### src/rtl/ctrl_pkg.sv
// Shared types and default opcode map for the multicycle control unit.
package ctrl_pkg;

  typedef enum logic [1:0] {
    IDLE   = 2'd0,
    DECODE = 2'd1,
    EXEC   = 2'd2,
    WB     = 2'd3
  } state_t;

  typedef enum logic [2:0] {
    CLS_R       = 3'd0,
    CLS_I       = 3'd1,
    CLS_BR      = 3'd2,
    CLS_JMP     = 3'd3,
    CLS_ILLEGAL = 3'd4
  } instr_class_t;

  localparam int OPCODE_W_DEF = 4;
  localparam int R_LO_DEF     = 1;
  localparam int R_HI_DEF     = 8;
  localparam int I_LO_DEF     = 9;
  localparam int I_HI_DEF     = 11;
  localparam int BR_LO_DEF    = 12;
  localparam int BR_HI_DEF    = 14;
  localparam int JMP_OP_DEF   = 15;
  localparam int CNT_W_DEF    = 16;

  function automatic logic in_range(input int value, input int lo, input int hi);
    return (value >= lo) && (value <= hi);
  endfunction

endpackage

### src/rtl/opcode_classifier.sv
// Combinational opcode-to-class decoder; opcode 0 is always illegal.
module opcode_classifier
  import ctrl_pkg::*;
#(
  parameter int OPCODE_W = OPCODE_W_DEF,
  parameter int R_LO     = R_LO_DEF,
  parameter int R_HI     = R_HI_DEF,
  parameter int I_LO     = I_LO_DEF,
  parameter int I_HI     = I_HI_DEF,
  parameter int BR_LO    = BR_LO_DEF,
  parameter int BR_HI    = BR_HI_DEF,
  parameter int JMP_OP   = JMP_OP_DEF
) (
  input  logic [OPCODE_W-1:0] opcode,
  output instr_class_t        instr_class
);

  int op_value;

  // Priority range match: JMP, then BR, then I, then R.
  always_comb begin
    op_value    = int'(opcode);
    instr_class = CLS_ILLEGAL;
    if (op_value == 0) begin
      instr_class = CLS_ILLEGAL;
    end else if (op_value == JMP_OP) begin
      instr_class = CLS_JMP;
    end else if (in_range(op_value, BR_LO, BR_HI)) begin
      instr_class = CLS_BR;
    end else if (in_range(op_value, I_LO, I_HI)) begin
      instr_class = CLS_I;
    end else if (in_range(op_value, R_LO, R_HI)) begin
      instr_class = CLS_R;
    end else begin
      instr_class = CLS_ILLEGAL;
    end
  end

endmodule

### src/rtl/multicycle_control_unit.sv
// Four-state multicycle control FSM: accepts an opcode, decodes it, drives
// execute / write-back controls and counts retired instructions.
module multicycle_control_unit
  import ctrl_pkg::*;
#(
  parameter int OPCODE_W = OPCODE_W_DEF,
  parameter int R_LO     = R_LO_DEF,
  parameter int R_HI     = R_HI_DEF,
  parameter int I_LO     = I_LO_DEF,
  parameter int I_HI     = I_HI_DEF,
  parameter int BR_LO    = BR_LO_DEF,
  parameter int BR_HI    = BR_HI_DEF,
  parameter int JMP_OP   = JMP_OP_DEF,
  parameter int CNT_W    = CNT_W_DEF
) (
  input  logic                clk,
  input  logic                rst,
  input  logic                instr_valid,
  output logic                instr_ready,
  input  logic [OPCODE_W-1:0] opcode,
  input  logic                branch_taken,
  input  logic                mem_ready,
  output logic                branch_en,
  output logic                jump_en,
  output logic                immediate_en,
  output logic                write_en,
  output logic                pc_inc,
  output logic                pc_load,
  output logic                illegal,
  output logic [CNT_W-1:0]    instr_count
);

  state_t              state;
  state_t              state_nx;
  logic [OPCODE_W-1:0] opcode_q;
  instr_class_t        cls;
  logic                accept;
  logic                retire;

  opcode_classifier #(
    .OPCODE_W (OPCODE_W),
    .R_LO     (R_LO),
    .R_HI     (R_HI),
    .I_LO     (I_LO),
    .I_HI     (I_HI),
    .BR_LO    (BR_LO),
    .BR_HI    (BR_HI),
    .JMP_OP   (JMP_OP)
  ) u_classifier (
    .opcode      (opcode_q),
    .instr_class (cls)
  );

  // State, captured opcode and retired-instruction counter.
  always_ff @(posedge clk) begin
    if (rst) begin
      state       <= IDLE;
      opcode_q    <= '0;
      instr_count <= '0;
    end else begin
      state <= state_nx;
      if (accept) begin
        opcode_q <= opcode;
      end
      if (retire) begin
        instr_count <= instr_count + CNT_W'(1'b1);
      end
    end
  end

  // Next state and control outputs; reset forces every output low in the same cycle.
  always_comb begin
    state_nx     = state;
    instr_ready  = 1'b0;
    branch_en    = 1'b0;
    jump_en      = 1'b0;
    immediate_en = 1'b0;
    write_en     = 1'b0;
    pc_inc       = 1'b0;
    pc_load      = 1'b0;
    illegal      = 1'b0;
    accept       = 1'b0;
    retire       = 1'b0;
    if (rst) begin
      state_nx = IDLE;
    end else begin
      case (state)
        IDLE: begin
          instr_ready = 1'b1;
          if (instr_valid) begin
            accept   = 1'b1;
            state_nx = DECODE;
          end else begin
            state_nx = IDLE;
          end
        end
        DECODE: begin
          if (cls == CLS_ILLEGAL) begin
            illegal  = 1'b1;
            state_nx = IDLE;
          end else begin
            state_nx = EXEC;
          end
        end
        EXEC: begin
          immediate_en = (cls == CLS_I);
          branch_en    = (cls == CLS_BR);
          jump_en      = (cls == CLS_JMP);
          case (cls)
            CLS_BR: begin
              pc_load  = branch_taken;
              pc_inc   = ~branch_taken;
              retire   = 1'b1;
              state_nx = IDLE;
            end
            CLS_JMP: begin
              pc_load  = 1'b1;
              retire   = 1'b1;
              state_nx = IDLE;
            end
            CLS_R, CLS_I: begin
              state_nx = WB;
            end
            default: begin
              state_nx = IDLE;
            end
          endcase
        end
        WB: begin
          write_en     = 1'b1;
          immediate_en = (cls == CLS_I);
          // Write-back stalls until memory acknowledges; retire on that same cycle.
          if (mem_ready) begin
            pc_inc   = 1'b1;
            retire   = 1'b1;
            state_nx = IDLE;
          end else begin
            state_nx = WB;
          end
        end
        default: begin
          state_nx = IDLE;
        end
      endcase
    end
  end

endmodule

### config.mk
export PLATFORM = sky130hd
export DESIGN_NAME = multicycle_control_unit
export DESIGN_NICKNAME = d
export VERILOG_FILES = /design/src/rtl/ctrl_pkg.sv /design/src/rtl/opcode_classifier.sv /design/src/rtl/multicycle_control_unit.sv
export SDC_FILE = /design/constraint.sdc
export NUM_CORES = 1
export LEC_CHECK = 0
export ABC_AREA = 1
export BUFFER_PORTS_ARGS = -buffer_cell sky130_fd_sc_hd__buf_2
export CORE_AREA = 2 2 53 55
export CTS_BUF_LIST = sky130_fd_sc_hd__clkbuf_2
export CTS_CLUSTER_DIAMETER = 80
export DETAILED_ROUTE_END_ITERATION = 16
export DIE_AREA = 0 0 55 57
export PLACE_DENSITY = 0.74
export REMOVE_ABC_BUFFERS = 1
export SLEW_MARGIN = 20
export SYNTH_ARGS = -nofsm -noshare
export SYNTH_HDL_FRONTEND = slang
export SYNTH_SLANG_ARGS = --single-unit
export TNS_END_PERCENT = 20
### constraint.sdc
create_clock -name clk -period 1.7 [get_ports clk]
set_input_delay 0 -clock clk [delete_from_list [all_inputs] [get_ports clk]]
set_output_delay 0 -clock clk [all_outputs]
set_load 0.01 [all_outputs]
# --- Word level (Yosys, flattened, before mapping) ---
# Index checks and enable logic that the tools add are counted.
# Widths: inputs -> output; s select.
totals:
  regBits: 22
  in_bits: 9
  output_inout_bits: 24
  elab_cells: 64
op_classes:
  addsub: 1
  order_cmp: 6
  n_eq_ne: 8
  mux: 36
  n_bitwise: 1
  reduce_logical: 9
op_table:
  columns: ["operator", "n"]
  rows:
  - ["$mux 1", 24]
  - ["$add 16x1->16 const B", 1]
  - ["$mux 3", 5]
  - ["$le 4x4->1 const B", 3]
  - ["$ge 4x4->1 const B", 2]
  - ["$pmux 2 s4", 1]
  - ["$eq 3x2->1 const B", 2]
  - ["$mux 2", 3]
  - ["$pmux 1 s2", 3]
  - ["$reduce_or 2->1", 3]
  - ["$eq 2x2->1 const B", 2]
  - ["$eq 4x1->1 const B", 1]
  - ["$ge 4x1->1 const B", 1]
  - ["$logic_not 4->1", 1]
  - ["$eq 3x1->1 const B", 1]
  - ["$eq 3x3->1 const B", 1]
  - ["$logic_and 1x1->1", 3]
  - ["$logic_not 3->1", 1]
  - ["$eq 2x1->1 const B", 1]
  - ["$logic_not 2->1", 1]
  - ["$not 1->1", 1]

# --- Logic depth before layout (Yosys ltp) ---
depth:
  ltp_word: 12
  depth_mapped: 9

# --- Cells and area by module ---
# A second synthesis with hierarchy kept.
unflattened:
  cells_unflattened: 198
  area_unflattened_um2: 1300.0
modules_own_cells:
  columns: ["mod", "instances", "cells_per_inst", "area_per_inst_um2", "seq_area_each_um2"]
  rows:
  - ["multicycle_control_unit", 1, 184, 1241.2, 440.4]
  - ["opcode_classifier", 1, 14, 58.8, 0.0]

# --- Worst setup path after synthesis ---
# No wires, ideal clock.
synth_timing:
  path_type: "register to register"
  from: "reg instr_count[0]"
  to: "reg instr_count[8]"
  setup_ps: 113
  arrival_ps: 1248
  required_time_ps: 1587
  setup_slack_ps: 340
  stages_incl_launch_ff: 9
  path_buffers: 0
  synth_period_minus_slack_ps: 1360
  cell_sequence: "dfxtp_1 -> ha_1 -> nand3_1 -> nor2_1 -> inv_2 -> nor2_4 -> nand2_1 -> nor2_1 -> nor2_1"
synth_via:
  elab_chain_len: 1
synth_rtl:
  columns: ["item", "line", "rtl"]
  rows:
  - ["start: declaration", "multicycle_control_unit.sv:30", "output logic [CNT_W-1:0] instr_count"]
  - ["start signal: assignment", "multicycle_control_unit.sv:66", "instr_count <= instr_count + CNT_W'(1'b1);"]
  - ["$add 16x1->16", "multicycle_control_unit.sv:66", null]
# Every way passes these cells.
# A chain may end at the register's enable or synchronous reset.

# --- Worst setup path after layout ---
layout_timing:
  from: "reg state[1]"
  to: "out pc_load"
layout_via:
  elab_chain_len: 3
layout_rtl:
  columns: ["item", "line", "rtl"]
  rows:
  - ["start: declaration", "multicycle_control_unit.sv:33", "state_t state;"]
  - ["start signal: assignment", "multicycle_control_unit.sv:61", "state <= state_nx;"]
  - ["$eq 2x2->1", "multicycle_control_unit.sv:87", "case (state)"]
  - ["$mux 1", "multicycle_control_unit.sv:87", null]
  - ["$mux 1", "multicycle_control_unit.sv:84", "if (rst) begin"]
  - ["end: declaration", "multicycle_control_unit.sv:28", "output logic pc_load,"]
# Every way passes these cells.

==> summary.md <==
| Metric | Value |
|---|---|
| H-tree depth | `1` |
| Met3 wire len | `118 µm` |
| Cells after Synth | `184` |
| Nets | `234` |
| Element type at the critical path end | `output port` |
| Max Cap Violations | `0` |
| Highest routing layer actually used | `met4` |
| Commonest non-fill, non-tap cell in the layout | `nand2_1` |
| Final setup viols | `0` |
| Sequential cell area fraction in the yosys report | `36.4%` |
| Vias in the first global route | `1140` |
| # resized after CTS | `0` |
| Root Buffer | `clkbuf_2` |
| Combinational Power Share | `9.5%` |
| Grt ovf | `0` |
| Synthesis-to-layout area growth | `24.0%` |
| CP max FO | `6` |
| Fin Hold WS | `0.0249 ns` |
| YS warnings | `0` |
| Effective utilization at floorplan | `46.3%` |
| Avg Cell Area, Syn | `6.58 µm²` |
| Distinct cell type count after synthesis | `29` |
| Placed instance area | `1410 µm²` |
| Status | `finished clean` |
| Slew margin rel. | `79.9%` |
| GR Util All Layers | `19.5%` |
| Final wirelength | `2.71 mm` |
| Ports | `33` |
| Min-delay src | `mem_ready` |
| Net switching power | `0.000234 W` |
| Period minus WS final | `1.48 ns` |
| Wirelength per Cell | `10.7 µm` |
| Crit path buf inv count | `1` |
| RSZ-0062 raised after global routing | `no` |
| Largest net degree at the start of global routing | `16` |
| Starting DRT DRC Count | `14` |
| Kind of cell adding the most delay to the critical path | `flip-flops` |
| Worst reg-to-reg setup slack | `0.27 ns` |
| CP Data Arrival Time | `1.48 ns` |
| Sw Ratio | `23.2%` |
| CTS tree | `built` |
| Hold Crit Endpoint | `state[0]$_SDFF_PP0_` |
| Worst-Margin Slew | `0.301 ns` |
| Met1 Routed Length | `1.28 mm` |
| Antenna Cells | `0` |
| Setup Skew | `0.0136 ns` |
| Crit path max-delay cell type | `dfxtp_1` |
| Layout cells sized above 1 | `22.9%` |
| Clk slew on worst S/H paths | `0.23 ns` |
| Clock Path Buffers | `2` |
| Worst R2R Path Depth | `9` |
| First-pass GRT wire length | `4.60 mm` |
| Via density | `4.98` |
| Synth Register Bits | `22` |
| Via count | `1264` |
| Antenna-violating nets left | `0` |
| RD Place Congestion | `0.819` |
| DR WL met2 | `1.29 mm` |
| Pint | `0.000774 W` |
| Design area | `1500 µm²` |
| Clock power share | `36.5%` |
| Tightest Hold Check Type | `in -> reg` |
| Final period util | `86.8%` |
| Hpwl dp | `2.06 mm` |
| Die Span Y | `57 µm` |
| Clock Latency Late Sink | `0.33 ns` |
| CTS Buf Count | `3` |
| Worst R2R End | `instr_count[10]$_SDFFE_PP0P_` |
| Fin Setup TNS | `0 ns` |
| Floorplan core area | `2620 µm²` |
| Number of setup buffers added after CTS | `0` |
| CP startpoint kind | `register` |
| FP Rows | `19` |
| Critical path cell sequence | `nand2_1, nor2_2, nand2_1, a21oi_1, buf_2` |
| Hold depth | `3` |
| Die Area | `3140 µm²` |
| Cts hold-fix bufs | `5` |
| PortBufs | `32` |
| First-pass iteration count of the detailed router | `4` |
| Worst Setup Path Type | `reg -> out` |
| Largest stage delay on the critical path | `0.49 ns` |
| Max-slew violations | `0` |
| Maximum clock rate | `678 MHz` |
| Worst Path Required | `1.70 ns` |
| Leak | `0.665 nW` |
| Maximum VDD drop | `0.397 mV` |
| Sequential share of power | `54.1%` |
| Residual DRC count | `0` |
| Final hold vios | `0` |
| Pwr dens | `672 nW/µm²` |
| Reg2reg start | `instr_count[0]$_SDFFE_PP0P_` |
| Most common cell on crit path | `nand2_1` |
| Die width | `55 µm` |
| Clock sink count | `22` |
| Initial antenna violation count | `0` |
| Cell Area, Synth | `1210 µm²` |
| Most frequent cells in the layout | `44 x nand2_1, 32 x buf_2, 31 x nor2_1` |
synth_stat cells (all sizes together):
master / count / share of area [%]
o21ai: 6 / 2.5
and3: 1 / 0.52
o31ai: 4 / 2.5
nand3b: 1 / 0.62
clkinv: 2 / 0.72
a21oi: 11 / 4.9
nand4: 10 / 5.2
and2: 1 / 0.52
ha: 1 / 1.0
nor4: 2 / 1.0
dfxtp: 22 / 36
buf: 4 / 1.6
nor2: 37 / 14
nor3: 3 / 1.2
nand3: 10 / 4.5
a21o: 1 / 0.62
o21a: 1 / 0.62
nand2: 46 / 15
inv: 21 / 6.5
tightest hold or removal path: cells and delay by family:
kind | cells | cell delay (ns)
buffers and inverters | 1 | 0.09
AO/OA/AOI/OAI | 2 | 0.25
final cells by class:
cell class | instances | area [µm²]
Inverter | 23 | 87.6
Timing Repair Buffer | 39 | 225
Clock buffer | 3 | 15.0
Tap cell | 31 | 38.8
Fill cell | 272 | 1110
Sequential cell | 22 | 440
Multi-Input combinational cell | 135 | 663
Clock inverter | 1 | 30.0
logic make-up after synthesis:
| group | after synthesis | share of synthesized area (%) |
|---|---|---|
| and+or+nand+nor | 111 | 42.7 |
| buffers and inverters | 27 | 8.79 |
| AOI/OAI and AO/OA | 23 | 11.1 |
| DFF | 22 | 36.4 |
| adders and majority gates | 1 | 1.03 |
layer usage:
layer	vias up	track usage [%]
li1	681	-
met1	550	24.8
met2	29	33.3
met3	4	2.36
met4	0	6.27
met5	-	0
through the flow:
stage / setup slack [ns] / total power [W] / util [%] / cells
global route: 0.0494 / 0.00105 / 57.4 / 254
floorplan: 0.340 / 0.000605 / - / 180
global placement: 0.350 / 0.000641 / 53.7 / 245
detailed placement: 0.304 / 0.000642 / 53.7 / 245
finish: 0.224 / 0.00101 / 57.4 / 254
CTS: 0.210 / 0.00102 / 57.4 / 254
flip-flops by register name (all words and copies together), names as in the netlist:
signal,flops
instr_count,16
opcode_q,4
state,2
worst max-delay path by stage:
stage,start,end,slack (ns),depth (start not counted)
final,state[1]$_SDFF_PP0_,pc_load,0.22,5
after floorplan,instr_count[0]$_SDFFE_PP0P_,instr_count[8]$_SDFFE_PP0P_,0.34,8
after CTS,state[1]$_SDFF_PP0_,branch_en,0.21,5
after global placement,instr_count[0]$_SDFFE_PP0P_,instr_count[8]$_SDFFE_PP0P_,0.35,8
after global routing,instr_count[0]$_SDFFE_PP0P_,instr_count[10]$_SDFFE_PP0P_,0.05,9
after detailed placement,instr_count[0]$_SDFFE_PP0P_,instr_count[10]$_SDFFE_PP0P_,0.30,8
power by group through the flow:
stage | clock network (W) | logic (W) | registers, W
after global placement | 0 | 0.0000857 | 0.000556
after global routing | 0.000396 | 0.000110 | 0.000548
after floorplan | 0 | 0.0000525 | 0.000553
final | 0.000368 | 0.0000953 | 0.000545
after CTS | 0.000381 | 0.0000962 | 0.000546
after detailed placement | 0 | 0.0000873 | 0.000555
(Power assumes the default switching activity.)
